[config.mk]
export PLATFORM = sky130hd
export DESIGN_NAME = fb_ram_arbiter
export DESIGN_NICKNAME = d
export VERILOG_FILES = /design/src/rtl/fb_ram_arbiter.sv
export SDC_FILE = /design/constraint.sdc
export NUM_CORES = 1
export LEC_CHECK = 0
export CELL_PAD_IN_SITES_DETAIL_PLACEMENT = 1
export CELL_PAD_IN_SITES_GLOBAL_PLACEMENT = 1
export CORE_MARGIN = 5
export CORE_UTILIZATION = 30
export DETAILED_ROUTE_END_ITERATION = 6
export GPL_ROUTABILITY_DRIVEN = 0
export PLACE_DENSITY_LB_ADDON = 0.2
export SLEW_MARGIN = 40
export SYNTH_ARGS = -nofsm -noshare
export SYNTH_HDL_FRONTEND = slang
export SYNTH_SLANG_ARGS = --single-unit
[constraint.sdc]
create_clock -name i_clk -period 3.4 [get_ports i_clk]
set_clock_uncertainty 0.05 [all_clocks]
set_input_delay 0.51 -clock i_clk [delete_from_list [all_inputs] [get_ports i_clk]]
set_output_delay 0.51 -clock i_clk [all_outputs]
set_load 0.02 [all_outputs]
[src/rtl/fb_ram_arbiter.sv]
// fb_ram_arbiter: shares the single-port framebuffer RAM between the capture
// writer and the scanout reader. Reads win by default so scanout never
// underruns. After MAX_RD_RUN consecutive reads granted against a waiting
// writer, the writer gets one forced slot.
// Optional build macro FB_RAM_ARB_STATS_EN adds the o_wr_stall_cnt output.
module fb_ram_arbiter #(
  parameter int FB_WORDS   = 38400,
  parameter int RD_LATENCY = 1,
  parameter int MAX_RD_RUN = 4
) (
  input  logic        i_clk,
  input  logic        i_rst_n,
  input  logic        i_wr_valid,
  output logic        o_wr_ready,
  input  logic [15:0] i_wr_addr,
  input  logic [14:0] i_wr_data,
  input  logic        i_rd_valid,
  output logic        o_rd_ready,
  input  logic [15:0] i_rd_addr,
  output logic [14:0] o_rd_data,
  output logic        o_rd_data_valid,
  output logic [15:0] o_ram_addr,
  output logic        o_ram_we,
  output logic [14:0] o_ram_wdata,
  input  logic [14:0] i_ram_rdata,
  input  logic        i_clr_oob,
`ifdef FB_RAM_ARB_STATS_EN
  output logic [15:0] o_wr_stall_cnt,
`endif
  output logic        o_oob
);

  localparam logic [3:0]  RUN_MAX  = 4'(MAX_RD_RUN);
  localparam logic [16:0] FB_LIMIT = 17'(FB_WORDS);

  // Reads granted back-to-back while the writer was waiting.
  logic [3:0] run_cnt;
  logic [3:0] run_cnt_nxt;
  logic       at_limit;

  logic wr_hs;
  logic rd_hs;
  logic wr_oob;
  logic rd_oob;

  // One bit per cycle of read latency. Each bit marks a read that is in
  // flight, and a second bit marks whether that read was out of range.
  logic [RD_LATENCY:0] rv_pipe;
  logic [RD_LATENCY:0] ro_pipe;

  assign at_limit = (run_cnt == RUN_MAX);
  assign wr_hs    = i_wr_valid & o_wr_ready;
  assign rd_hs    = i_rd_valid & o_rd_ready;
  assign wr_oob   = ({1'b0, i_wr_addr} >= FB_LIMIT);
  assign rd_oob   = ({1'b0, i_rd_addr} >= FB_LIMIT);

  // State register: the run counter is the whole arbitration state.
  // IDLE: nobody is granted. RD_RUN: the counter is counting.
  // WR_FORCE: the counter is at its limit.
  always_ff @(posedge i_clk or negedge i_rst_n) begin
    if (!i_rst_n) begin
      run_cnt <= '0;
    end else begin
      // NOTE: sequential state uses non-blocking assignments. Every flop then
      // samples the values from before the edge, whatever the process order.
      run_cnt <= run_cnt_nxt;
    end
  end

  // Next state: count reads that a waiting writer loses. Clear the count on
  // a write grant, or when the writer is not asking.
  always_comb begin
    // NOTE: the default is assigned first so that every path drives the
    // signal. A path that left it undriven would infer a latch.
    run_cnt_nxt = '0;
    if (i_wr_valid && rd_hs) begin
      run_cnt_nxt = run_cnt + 4'd1;
    end
  end

  // Output decode: the grants depend only on the valids and on run_cnt.
  always_comb begin
    o_wr_ready = 1'b0;
    o_rd_ready = 1'b0;
    if (i_wr_valid && (!i_rd_valid || at_limit)) begin
      o_wr_ready = 1'b1;
    end else if (i_rd_valid) begin
      o_rd_ready = 1'b1;
    end
  end

  // RAM command register. An out-of-range request is accepted but never
  // reaches the RAM.
  always_ff @(posedge i_clk or negedge i_rst_n) begin
    if (!i_rst_n) begin
      o_ram_addr  <= '0;
      o_ram_we    <= 1'b0;
      o_ram_wdata <= '0;
    end else begin
      o_ram_we <= 1'b0;
      if (wr_hs && !wr_oob) begin
        o_ram_we    <= 1'b1;
        o_ram_addr  <= i_wr_addr;
        o_ram_wdata <= i_wr_data;
      end else if (rd_hs && !rd_oob) begin
        o_ram_addr <= i_rd_addr;
      end
    end
  end

  // Read-return pipeline. Slot RD_LATENCY lines up with the RAM data of that
  // read, so back-to-back reads come back in order.
  always_ff @(posedge i_clk or negedge i_rst_n) begin
    if (!i_rst_n) begin
      rv_pipe <= '0;
      ro_pipe <= '0;
    end else begin
      rv_pipe <= {rv_pipe[RD_LATENCY-1:0], rd_hs};
      ro_pipe <= {ro_pipe[RD_LATENCY-1:0], rd_hs & rd_oob};
    end
  end

  assign o_rd_data_valid = rv_pipe[RD_LATENCY];
  assign o_rd_data       = (rv_pipe[RD_LATENCY] && !ro_pipe[RD_LATENCY]) ? i_ram_rdata : '0;

  // Sticky out-of-range flag. A new hit wins over a clear in the same cycle.
  always_ff @(posedge i_clk or negedge i_rst_n) begin
    if (!i_rst_n) begin
      o_oob <= 1'b0;
    end else if ((wr_hs && wr_oob) || (rd_hs && rd_oob)) begin
      o_oob <= 1'b1;
    end else if (i_clr_oob) begin
      o_oob <= 1'b0;
    end
  end

`ifdef FB_RAM_ARB_STATS_EN
  // Saturating count of cycles in which the writer waited. A clear wins over
  // an increment in the same cycle.
  always_ff @(posedge i_clk or negedge i_rst_n) begin
    if (!i_rst_n) begin
      o_wr_stall_cnt <= '0;
    end else if (i_clr_oob) begin
      o_wr_stall_cnt <= '0;
    end else if (i_wr_valid && !o_wr_ready && (o_wr_stall_cnt != 16'hFFFF)) begin
      o_wr_stall_cnt <= o_wr_stall_cnt + 16'd1;
    end
  end
`endif

endmodule

==> impl_metrics.yaml <==
critical_path:
  rr_startpoint: "run_cnt[0]"
  slowest_stage: "clkdlybuf4s50_1"
  end_kind: "output pin"
  crit_chain: "inv_1 > ha_1 > and4b_1 > nand2b_1 > inv_2 > clkdlybuf4s50_1"
  worstPathMaxFanout: 18
  startpoint: "run_cnt[0]"
  cp.arrival_ns: 2.21
  critPathLaunchType: "register"
  rrSetupSlack_ns: 1.16
  worstRegToRegCells: 8
  reg2reg_to: "o_ram_addr[10]"
  cp-endpoint: "o_rd_ready"
  path_class: "register to output pin"
  max_stage_delay_ns: 0.67
  crit_required_ns: 2.84
global_route:
  gr-total-overflow: 0
  grt_pass1_wl_um: 11000
  grt_use_total_pct: 16.4
  antenna_found_initial: 0
  grt_max_degree: 42
  grt_pass1_vias: 1964
sta:
  fin_setup_tns_ns: 0
  fin_crit_ns: 2.77
  max_freq_ghz: 0.360
  max_slew_margin_pct: 52.2
  rsz0062_at_grt: "false"
  hold_viol_final: 0
  slew_violations: 0
  whs_ns: 0.135
  period_share_pct: 81.6
  setup_viol: 0
  tightest_slew_ns: 0.714
cts:
  clk_path_buf_depth: 2
  clk_pin_slew_worst_paths_ns: 0.08
  clock_sinks: 41
  cts_root_buf: "clkbuf_8"
  clock_latency_ns: 0.29
  ctsHoldBuffers: 0
  cts_setup_buffers: 0
  htree_levels: 2
  cts_tree: "done"
  cts_buffers: 5
  cts.repair.resized: 0
floorplan:
  die_x_um: 91.5
  die_area_sq_um: 8370
  pin_count: 118
  start_util_pct: 31.0
  die_h_um: 91.5
  rows: 29
  core_sq_um: 6420
layout:
  fin_area_sq_um: 3350
  area_delta_synth_final_pct: 67.9
  layout-drive-gt1-share_pct: 11.2
  fin_util_pct: 52.1
  final_cell_mix: "clkdlybuf4s50_1 (116), dfrtp_1 (41), o21ai_0 (16), a32oi_1 (16)"
  layout_commonest_cell: "clkdlybuf4s50_1"
  fin_nets: 353
  diodes: 0
  final_cells: 362
pwr:
  p_int_uw: 1090
  power_density_nw_per_um2: 459
  power_frac_seq_pct: 38.9
  switching_share_pct: 29.0
  ir_worst_vdd_mv: 0.215
  power.switching_uw: 445
  clockPowerShare_pct: 26.5
  p_leak_uw: 0.00141
  combinationalPowerShare_pct: 34.5
placed_design:
  portBuffers: 117
  hpwl_um: 5270
  placed_area_sq_um: 3230
  placed_cells_incl_taps: 354
drt:
  drcViolationCount: 0
  first_pass_iters: 4
  num_vias: 1818
  dr.first_iter.drc_count: 59
  via_per_inst: 5.02
  wl_um: 6860
  wl_per_cell_um: 18.9
  detail-route-antenna-nets: 0
synthesis:
  syn_area_per_cell_sq_um: 12.0
  ys.flop_type: "dfrtp_1"
  ys_ff_latch: 41
  synth_edf_count: 0
  ys_warn_count: 0
  netlist_area_sq_um: 1990
  ys_seq_area_share_pct: 51.5
  synthesis.nets: 235
  async_flop_share_pct: 100
  synthDistinctLibCells: 32
  syn_inst: 166
outcome:
  status: "completed"
worst_hold_path:
  min_path_type: "input pin to asynchronous set/reset pin"
flow_run:
  drv_cap: 0
-- how the worst min path moves through the flow --
stage                     from             end  slack [ns]  cells after the start
floorplan              i_rst_n           o_oob        0.16                      0
global placement    ro_pipe[0]      ro_pipe[1]        0.28                      0
global route           i_rst_n  o_ram_addr[14]        0.18                      1
CTS                    i_rst_n      run_cnt[1]        0.16                      1
finish                 i_rst_n  o_ram_addr[14]        0.13                      1
detailed placement  rv_pipe[0]      rv_pipe[1]        0.29                      0
-- cell families after synthesis --
kind of cell / Yosys count / share of synthesized area [%]
multiplexers: 15 / 11.1
AO/OA/AOI/OAI: 56 / 21.2
AND/OR/NAND/NOR: 31 / 9.10
XOR/XNOR: 2 / 0.879
buffers and inverters: 19 / 5.02
flip-flops: 41 / 51.5
adder cells (fa/ha/maj): 2 / 1.26
-- per-stage QoR --
step / worst slack (ns) / power (uW)
4_1_cts: 0.609 / 1560
2_1_floorplan: 1.50 / 846
5_1_grt: 0.494 / 1610
3_3_place_gp: 0.629 / 1130
3_5_place_dp: 0.627 / 1140
6_report: 0.626 / 1530
-- critical path, delay by kind of cell, from the launching register on --
kind,cells,cell delay [ns]
buffers and inverters,3,0.98
DFF,1,0.40
and+or+nand+nor,2,0.35
adders and majority gates,1,0.20
-- power by group through the flow --
stage               clock [uW]  combinational, uW  sequential [uW]
global route               443                559              609
finish                     407                530              597
CTS                        420                538              599
floorplan                    0                157              689
global placement             0                527              602
detailed placement           0                535              608
-- layer usage --
layer,up-vias,part of all wire [%],global-route usage (%),wire length (um)
li1,849,-,-,-
met1,891,39,19.1,2710
met2,67,51,28.8,3500
met3,11,7.9,5.70,544
met4,0,1.5,4.40,102
met5,-,0,0,0
-- synth_stat cells (2+ instances only) --
cell type	instances	area share (%)
dfrtp_1	41	51
a32oi_1	16	7.0
o21ai_0	16	4.0
a2bb2oi_1	15	6.6
and2_1	15	4.7
mux2_4	14	11
inv_1	6	1.1
nor2_1	6	1.1
buf_2	4	1.0
clkbuf_1	3	0.56
a211o_1	2	0.88
a21oi_1	2	0.50
and3_1	2	0.63
buf_4	2	0.75
buf_6	2	1.1
ha_1	2	1.3
nand3_1	2	0.50
nor2b_1	2	0.63
-- area by class of cell --
| type | count | area, sq um |
|---|---|---|
| fillers | 697 | 3080 |
| repair buffers | 123 | 1210 |
| flip-flops and latches | 41 | 1030 |
| multi-input cells | 106 | 867 |
| well taps | 77 | 96.3 |
| clock buffers | 7 | 86.3 |
| clock inverters | 1 | 30.0 |
| inverters | 7 | 26.3 |
-- sequential cells by signal, indices dropped and copies added (netlist names) --
| register | count |
|---|---|
| o_oob | 1 |
| o_ram_addr | 16 |
| o_ram_wdata | 15 |
| o_ram_we | 1 |
| ro_pipe | 2 |
| run_cnt | 4 |
| rv_pipe | 2 |
No activity file was read; power rests on OpenSTA's default activity.
